==> src/rtl/mole_pkg.sv <==
// Shared types and default timing constants for the whack-a-mole target node
// and the game controller.
package mole_pkg;

    typedef enum logic [1:0] {
        IDLE      = 2'd0,
        ARMED     = 2'd1,
        HIT       = 2'd2,
        WAIT_DROP = 2'd3
    } state_t;

    localparam int CLK_HZ          = 50_000_000;
    localparam int DEBOUNCE_CYCLES = CLK_HZ / 100;   // 10 ms
    localparam int TICK_DIV        = CLK_HZ / 1000;  // 1 ms

endpackage

==> src/rtl/input_debounce.sv <==
// Two-flop synchronizer followed by a stability-count debouncer: dout follows
// the synchronized input only after it has differed for DEBOUNCE_CYCLES cycles.
module input_debounce #(
    parameter int DEBOUNCE_CYCLES = mole_pkg::DEBOUNCE_CYCLES
) (
    input  logic clk,
    input  logic resetn,
    input  logic din,
    output logic dout
);

    localparam int CW = (DEBOUNCE_CYCLES > 1) ? $clog2(DEBOUNCE_CYCLES) : 1;
    localparam logic [CW-1:0] LAST = CW'(DEBOUNCE_CYCLES - 1);

    logic          sync0;
    logic          sync1;
    logic [CW-1:0] cnt;

    always_ff @(posedge clk) begin
        if (!resetn) begin
            sync0 <= 1'b0;
            sync1 <= 1'b0;
            cnt   <= '0;
            dout  <= 1'b0;
        end else begin
            sync0 <= din;
            sync1 <= sync0;
            // any cycle that agrees with dout restarts the stability run
            if (sync1 != dout) begin
                if (cnt == LAST) begin
                    dout <= sync1;
                    cnt  <= '0;
                end else begin
                    cnt <= cnt + 1'b1;
                end
            end else begin
                cnt <= '0;
            end
        end
    end

endmodule

==> src/rtl/mole_target.sv <==
// Target-side node: lamp drive, debounced hit detection, active-low hit pulse,
// reaction-time measurement and miss reporting back to the game controller.
module mole_target #(
    parameter int DEBOUNCE_CYCLES  = mole_pkg::DEBOUNCE_CYCLES,
    parameter int HIT_PULSE_CYCLES = 4,
    parameter int TICK_DIV         = mole_pkg::TICK_DIV,
    parameter int RT_W             = 10
) (
    input  logic            clk,
    input  logic            resetn,
    input  logic            target_up,
    input  logic            sensor_raw,
    output logic            lamp,
    output logic            hit_n,
    output logic            hit_valid,
    output logic [RT_W-1:0] reaction_ms,
    output logic            miss,
    output logic            sensor_clean
);
    import mole_pkg::*;

    localparam int TW = (TICK_DIV > 1) ? $clog2(TICK_DIV) : 1;
    localparam int PW = (HIT_PULSE_CYCLES > 1) ? $clog2(HIT_PULSE_CYCLES) : 1;
    localparam logic [TW-1:0] TICK_LAST  = TW'(TICK_DIV - 1);
    localparam logic [PW-1:0] PULSE_LAST = PW'(HIT_PULSE_CYCLES - 1);

    state_t          state;
    logic            clean_d;
    logic            press;
    logic [TW-1:0]   tick;
    logic [RT_W-1:0] rt_cnt;
    logic [PW-1:0]   pulse_cnt;

    input_debounce #(
        .DEBOUNCE_CYCLES(DEBOUNCE_CYCLES)
    ) u_debounce (
        .clk   (clk),
        .resetn(resetn),
        .din   (sensor_raw),
        .dout  (sensor_clean)
    );

    // only a fresh rising edge counts; a level already held at arming does not
    assign press = sensor_clean & ~clean_d;

    always_ff @(posedge clk) begin
        if (!resetn) begin
            state       <= IDLE;
            lamp        <= 1'b0;
            hit_n       <= 1'b1;
            hit_valid   <= 1'b0;
            miss        <= 1'b0;
            reaction_ms <= '0;
            clean_d     <= 1'b0;
            tick        <= '0;
            rt_cnt      <= '0;
            pulse_cnt   <= '0;
        end else begin
            clean_d   <= sensor_clean;
            hit_valid <= 1'b0;
            miss      <= 1'b0;
            case (state)
                IDLE: begin
                    if (target_up) begin
                        state  <= ARMED;
                        lamp   <= 1'b1;
                        tick   <= '0;
                        rt_cnt <= '0;
                    end
                end
                ARMED: begin
                    if (tick == TICK_LAST) begin
                        tick <= '0;
                        if (rt_cnt != '1)
                            rt_cnt <= rt_cnt + 1'b1;
                    end else begin
                        tick <= tick + 1'b1;
                    end
                    // a press in the same cycle as target_up falling is a hit
                    if (press) begin
                        state       <= HIT;
                        lamp        <= 1'b0;
                        hit_n       <= 1'b0;
                        hit_valid   <= 1'b1;
                        reaction_ms <= rt_cnt;
                        pulse_cnt   <= '0;
                    end else if (!target_up) begin
                        state <= IDLE;
                        lamp  <= 1'b0;
                        miss  <= 1'b1;
                    end
                end
                HIT: begin
                    if (pulse_cnt == PULSE_LAST) begin
                        state     <= WAIT_DROP;
                        hit_n     <= 1'b1;
                        pulse_cnt <= '0;
                    end else begin
                        pulse_cnt <= pulse_cnt + 1'b1;
                    end
                end
                WAIT_DROP: begin
                    if (!target_up)
                        state <= IDLE;
                end
                default: state <= IDLE;
            endcase
        end
    end

endmodule

==> config.mk <==
export PLATFORM = sky130hd
export DESIGN_NAME = mole_target
export DESIGN_NICKNAME = d
export VERILOG_FILES = /design/src/rtl/mole_pkg.sv /design/src/rtl/input_debounce.sv /design/src/rtl/mole_target.sv
export SDC_FILE = /design/constraint.sdc
export NUM_CORES = 1
export LEC_CHECK = 0
export ABC_AREA = 1
export CORE_MARGIN = 2
export CORE_UTILIZATION = 58
export CTS_CLUSTER_DIAMETER = 150
export DETAILED_ROUTE_END_ITERATION = 16
export GPL_TIMING_DRIVEN = 0
export HOLD_SLACK_MARGIN = 0.05
export PLACE_DENSITY = 0.88
export SYNTH_ARGS = -nofsm -noshare
export SYNTH_HDL_FRONTEND = slang
export SYNTH_HIERARCHICAL = 1
export SYNTH_SLANG_ARGS = --single-unit
==> constraint.sdc <==
create_clock -name clk -period 1.5 [get_ports clk]
set_input_delay 0.375 -clock clk [delete_from_list [all_inputs] [get_ports clk]]
set_output_delay 0.375 -clock clk [all_outputs]
set_load 0.1 [all_outputs]
==> results of run 1 <==
-- metal layers --
metal  part of all wire [%]  up-vias  GRT usage, %
li1                       -     1664             -
met1                     44     1525          32.2
met2                     48      130          38.9
met3                    7.3       14          4.51
met4                    1.5        0          11.5
met5                      0        -             0
-- sequential cells by signal (all words and copies together) (netlist names), 2 cells and up --
register and count:
u_debounce/cnt 19, tick 16, reaction_ms 10, rt_cnt 10, pulse_cnt 2, state 2
-- power breakdown --
| group | switching [mW] | total (mW) | internal [mW] |
|---|---|---|---|
| clock network | 0.728 | 1.49 | 0.762 |
| logic | 0.162 | 0.240 | 0.0779 |
| registers | 0.0217 | 1.82 | 1.80 |
-- cell families after synthesis --
kind of cell	share of synthesized area, %
and+or+nand+nor	38.9
buffers and inverters	9.84
adders and majority gates	1.42
DFF	37.9
xor gates and xnor gates	2.97
AOI/OAI and AO/OA	8.99
-- repair_timing --
| action | in CTS | in global routing |
|---|---|---|
| endpoints found under the hold margin | 0 | 0 |
| gates resized for setup | 88 | 38 |
| setup endpoints to repair | 58 | 45 |
| pin swaps | 2 | 12 |
| buffers inserted | 2 | 4 |
-- cells in the final DEF, fill, tap and decap left out, types with 2 or more instances in the layout --
cell type,n
sky130_fd_sc_hd__nand2_1,117
sky130_fd_sc_hd__inv_1,64
sky130_fd_sc_hd__nor2_1,57
sky130_fd_sc_hd__dfxtp_1,57
sky130_fd_sc_hd__a21oi_1,32
sky130_fd_sc_hd__nand3_1,31
sky130_fd_sc_hd__nor2_2,24
sky130_fd_sc_hd__o21ai_0,18
sky130_fd_sc_hd__buf_2,11
sky130_fd_sc_hd__nand4_1,10
sky130_fd_sc_hd__nor2_4,9
sky130_fd_sc_hd__nand2_2,9
sky130_fd_sc_hd__xor2_1,9
sky130_fd_sc_hd__clkbuf_8,9
sky130_fd_sc_hd__clkbuf_4,8
sky130_fd_sc_hd__buf_4,7
sky130_fd_sc_hd__dfxtp_2,7
sky130_fd_sc_hd__inv_2,6
sky130_fd_sc_hd__nor3_1,6
sky130_fd_sc_hd__nand2_4,5
sky130_fd_sc_hd__or2_2,4
sky130_fd_sc_hd__nand3_4,3
sky130_fd_sc_hd__xnor2_1,3
sky130_fd_sc_hd__nor3_2,3
sky130_fd_sc_hd__clkinv_2,3
sky130_fd_sc_hd__dfxtp_4,3
sky130_fd_sc_hd__clkinv_4,2
sky130_fd_sc_hd__inv_4,2
sky130_fd_sc_hd__o21bai_1,2
sky130_fd_sc_hd__nor3b_2,2
sky130_fd_sc_hd__ha_2,2
-- worst register-to-register path: cells and delay by family, from the launching register on --
| kind | cells | cell delay, ns |
|---|---|---|
| AOI/OAI and AO/OA | 2 | 0.38 |
| and+or+nand+nor | 4 | 0.61 |
| DFF | 1 | 0.44 |
-- stage by stage --
stage               utilization (%)  power (mW)  instances
floorplan                         -        2.02        506
global placement               64.4        2.07        599
detailed placement             64.4        2.08        599
CTS                            67.2        3.54        617
global route                   69.6        3.65        621
finish                         69.6        3.55        621
-- worst max-delay path by stage --
stage | from | to | slack, ns
3_5_place_dp | resetn | rt_cnt[6] | -0.52
3_3_place_gp | resetn | rt_cnt[6] | -0.46
4_1_cts | resetn | rt_cnt[6] | -0.002
6_report | rt_cnt[2] | rt_cnt[9] | 0.02
5_1_grt | rt_cnt[2] | rt_cnt[9] | -0.1
2_1_floorplan | u_debounce/dout | reaction_ms[9] | 0.07
-- layout make-up --
| cell class | instances | area (sq um) | share of cell area (%) |
|---|---|---|---|
| sequential | 67 | 1360 | 33.0 |
| timing repair buffer | 24 | 174 | 4.22 |
| multi-input combinational | 358 | 1950 | 47.2 |
| clock buffer | 9 | 124 | 3.01 |
| inverter | 72 | 278 | 6.74 |
| tap | 75 | 93.8 | 2.28 |
| clock inverter | 7 | 67.6 | 1.64 |
| buffer | 9 | 76.3 | 1.85 |
==> impl_metrics.tcl, run 1 <==
set metrics [dict create \
    status "finished clean" \
    achievable-frequency_mhz 675 \
    tritoncts "built" \
    area_growth_pct 16.5 \
    port_buffers 18 \
    reg2reg_depth 6 \
    routed-via-count 3333 \
    crit_fanout 5 \
    critical-path-slowest-cell "sky130_fd_sc_hd__dfxtp_1" \
    syn_area_per_cell_sq_um 6.99 \
    worstSkewPairLatency_ns 0.36 \
    clock-sinks 67 \
    drt-total-wl_mm 7.97 \
    cp.required_ns 1.79 \
    nNetsFinal 549 \
    drive_above_1_share_pct 24.0 \
    core-area_sq_mm 0.00592 \
    synthesis.instances 506 \
    initial_core_utilization_pct 59.7 \
    placed_cell_area_sq_mm 0.00381 \
    crit-reg2reg-capture "rt_cnt[9]" \
    tightest_slew_ns 0.485 \
    finalInstanceArea_sq_mm 0.00412 \
    clk_path_buf_depth 2 \
    synthArstFlopShare_pct 0 \
    skew_ns 0.0168 \
    dpl_worst_slack_ns -0.522 \
    ant_nets 0 \
    total_of_fill_cells_in_the_finished_design 461 \
    grt_max_degree 13 \
    synth-seq-area-share_pct 37.9 \
    drt_drc_violations_left 0 \
    hold_viol_final 0 \
    final.period_utilization_pct 98.8 \
    synth-edff-count 0 \
    cp.depth 6 \
    worstPathCellList "nand3_1 -> nor2_2 -> nand2_1 -> o21ai_0 -> nand3_1 -> a21oi_1" \
    number_of_cts_inserted_buffers 9 \
    total_leakage_power_nw 1.67 \
    floorplan.die.width_um 82.1 \
    netlist_top_cells_area "sky130_fd_sc_hd__dfxtp_1 38%, sky130_fd_sc_hd__nand2_1 13%, sky130_fd_sc_hd__inv_1 6.9%" \
    worst_ep_arrival_time_ns 1.77 \
    synth_top_cells_by_count "122 x sky130_fd_sc_hd__nand2_1, 67 x sky130_fd_sc_hd__dfxtp_1, 65 x sky130_fd_sc_hd__inv_1" \
    crit_path_frequent_cell "sky130_fd_sc_hd__nand3_1" \
    io-pin-count 19 \
    cp.buffers_inverters 0 \
    first_iter_violations 232 \
    via_per_inst 5.37 \
    min_to "u_debounce/sync1" \
    min_from "resetn" \
    crit-reg2reg-launch "rt_cnt[2]" \
    cellPowerDensity_mw_per_mm2 862 \
    globalRoute.totalOverflow 0 \
    drt-wirelength-per-cell_um 12.8 \
    synth.cell_area_sq_mm 0.00354 \
    die-height_um 82.1 \
    finalCriticalPeriod_ns 1.48 \
    cts_root_buffer "sky130_fd_sc_hd__clkbuf_8" \
    synthDominantCellAreaShare_pct 37.9 \
    hp-class "primary input to flip-flop" \
    rows 28 \
    worst_slack_ns 0.0183 \
    r2r_setup_slack_ns 0.02 \
    yosysMostFrequentCell "sky130_fd_sc_hd__nand2_1" \
    post_dp_hpwl_mm 5.32 \
    grt_pass1_vias 2908 \
    grt_util_all_layers_pct 24.5 \
    h-tree-depth 3 \
    die_area_sq_mm 0.00674 \
    max_cap_viol_count 0 \
    net_count_after_synthesis 514 \
    worst_setup_path_start_kind "flip-flop" \
    tns_setup_ns 0 \
    critical-path-top-delay-family "simple AND/OR/NAND/NOR gates" \
    finalMaxSlewViolations 0 \
    timing_worst_setup_path_type "flip-flop to flip-flop" \
    grt_pass1_wl_mm 12.7 \
    hold_slack_ns 0.352 \
    cpPeakStageDelay_ns 0.44 \
    synthesis.yosys.warnings 6 \
    rsz_0062_raised_after_global_routing "true" \
    crit_path_capture_type "flip-flop" \
    peakVddDrop_mv 0.544 \
    post_synth_num_cell_types 37 \
    min_delay_path_depth 3 \
    postSynthRegisterBits 67 \
    grt_antenna_before_repair 0 \
    detail_route.first_pass.iterations 5 \
    worst_slew_margin_rel_pct 67.9 \
    post-synth-top-area-cell "sky130_fd_sc_hd__dfxtp_1" \
    cts_hold_repair.buffers 0 \
    report.final.setup_viol 0 \
    place_congestion 0.920 \
    most_instantiated_flip_flop_cell_in_the_synthesis_netlist "sky130_fd_sc_hd__dfxtp_1" \
    num_antenna_cells 0 \
    clkSlewWorstSetupHoldPaths_ns 0.08 \
]
Note: power is estimated with default switching activity, not from simulation.
==> run 2, diff against run 1 <==
Settings changed: CORE_UTILIZATION 58 to 40, PLACE_DENSITY 0.88 to 0.67.
==> impl_metrics.tcl, run 2 (synthesis gave the netlist of run 1 again) <==
set metrics [dict create \
    clock-sinks 67 \
    timing_worst_setup_path_type "flip-flop to primary output" \
    grt_antenna_before_repair 0 \
    netSwitchingFraction_pct 24.4 \
    achievable-frequency_mhz 685 \
    regMostFlops "u_debounce/cnt" \
    top_layer "met4" \
    die-height_um 98.0 \
    power.switching_mw 0.909 \
    hp-class "primary input to flip-flop" \
    skew_ns 0.0130 \
    num_antenna_cells 0 \
    drt-wirelength-per-cell_um 11.4 \
    worst_setup_path_start_kind "flip-flop" \
    post-route-util_pct 48.8 \
    wl_met2_mm 3.34 \
    grt_pass1_vias 3045 \
    hold_viol_final 0 \
    critical-path-top-delay-family "buffers and inverters" \
    cellPowerDensity_mw_per_mm2 885 \
    status "finished clean" \
    via_per_inst 4.85 \
    cp.required_ns 1.12 \
    power.share.clock_pct 44.9 \
    core-area_sq_mm 0.00864 \
    cpPeakStageDelay_ns 0.42 \
    initial_core_utilization_pct 40.9 \
    worst_slew_margin_rel_pct 67.5 \
    tightest_slew_ns 0.491 \
    floorplan.die.width_um 98.0 \
    worst_slack_ns 0.0392 \
    clkSlewWorstSetupHoldPaths_ns 0.08 \
    globalRoute.totalOverflow 0 \
    crit_path_capture_type "primary output" \
    crit_fanout 2 \
    cts_hold_repair.buffers 0 \
    ant_nets 0 \
    largestRegisters "u_debounce/cnt: 19 flops, tick: 16 flops" \
    final.period_utilization_pct 97.4 \
    finalCriticalPeriod_ns 1.46 \
    grt_util_all_layers_pct 16.5 \
    total_leakage_power_nw 1.70 \
    routed-via-count 3177 \
    mostFrequentLayoutCell "sky130_fd_sc_hd__nand2_1" \
    critical-path-slowest-cell "sky130_fd_sc_hd__buf_2" \
    place_congestion 0.888 \
    tritoncts "built" \
    peakVddDrop_mv 0.603 \
    number_of_cts_inserted_buffers 9 \
    worst_ep_arrival_time_ns 1.09 \
    seqPwrFrac_pct 48.8 \
    first_iter_violations 86 \
    h-tree-depth 3 \
    report.final.setup_viol 0 \
    worstSkewPairLatency_ns 0.34 \
    area_growth_pct 19.1 \
    die_area_sq_mm 0.00961 \
    finalMaxSlewViolations 0 \
    power_frac_comb_pct 6.3 \
    leading_cell_types_in_the_layout_fill_and_taps_excluded "119 x sky130_fd_sc_hd__nand2_1, 65 x sky130_fd_sc_hd__inv_1, 58 x sky130_fd_sc_hd__nor2_1" \
    nNetsFinal 550 \
    detailroute.wirelength.met3_um 292 \
    finalInstanceArea_sq_mm 0.00421 \
    internal_power_mw 2.82 \
    detail_route.first_pass.iterations 4 \
    clk_path_buf_depth 2 \
    grt_max_degree 13 \
    cp.buffers_inverters 1 \
    port_buffers 18 \
    grt_pass1_wl_mm 13.1 \
    placed_cell_area_sq_mm 0.00385 \
    drt_drc_violations_left 0 \
    drive_above_1_share_pct 23.4 \
    wl_met1_mm 3.75 \
    rows 34 \
    dpl_worst_slack_ns -0.513 \
    post_dp_hpwl_mm 5.39 \
    io-pin-count 19 \
    cts_root_buffer "sky130_fd_sc_hd__clkbuf_8" \
    largest_reg_flops 19 \
    max_cap_viol_count 0 \
    worstPathCellList "buf_2" \
    drt-total-wl_mm 7.50 \
]
-- run 2: cell count changes in the layout (fill, tap and decap cells not counted), sizes merged --
cell / delta
buf: -1
bufinv: +1
clkbuf: +3
clkinv: -1
clkinvlp: -1
dlygate4sd2: -1
dlymetal6s2s: +1
-- run 2: final cells by class --
cell class	instances	area, sq um
timing repair buffer	25	193
clock inverter	6	88.8
buffer	9	81.3
sequential	67	1360
tap	108	135
fill	875	4420
multi-input combinational	358	1950
clock buffer	10	128
inverter	72	278
-- run 2: power by group through the flow --
stage | sequential (mW) | combinational (mW) | clock, mW
2_1_floorplan | 1.87 | 0.145 | 0
3_3_place_gp | 1.86 | 0.217 | 0
3_5_place_dp | 1.86 | 0.219 | 0
4_1_cts | 1.82 | 0.226 | 1.72
5_1_grt | 1.82 | 0.260 | 1.80
6_report | 1.82 | 0.234 | 1.67
-- run 2: per-layer routing --
metal  track usage (%)  up-vias
met3              3.94       10
li1                  -     1669
met1              22.0     1435
met5                 0        -
met2              25.7       63
met4              6.84        0
-- run 2: through the flow --
step	hold WS [ns]	TNS (ns)	cells	total power, mW
floorplan	0.390	0	506	2.02
global placement	0.410	-19.05	632	2.07
detailed placement	0.406	-19.45	632	2.08
CTS	0.426	-0.0184	648	3.76
global route	0.375	-0.0119	655	3.88
finish	0.364	0	655	3.73
-- run 2: tightest hold or removal path: cells and delay by family --
kind / cells / cell delay (ns)
simple gates: 2 / 0.12
buf+inv: 1 / 0.18
-- run 2: repair_timing --
item,CTS,global route
endpoints found under the setup margin,56,50
buffers inserted,0,7
pin swaps,1,9
hold endpoints to repair,0,0
resized for setup,89,39
-- run 2: final timing paths --
kind                       endpoint  slack [ns]  depth (start not counted)              start
setup reg to reg  u_debounce/cnt[6]        0.10                          7  u_debounce/cnt[0]
hold reg to reg    u_debounce/sync1        0.42                          2   u_debounce/sync0
setup / recovery     reaction_ms[6]        0.04                          1     reaction_ms[6]
hold / removal      u_debounce/dout        0.36                          3             resetn
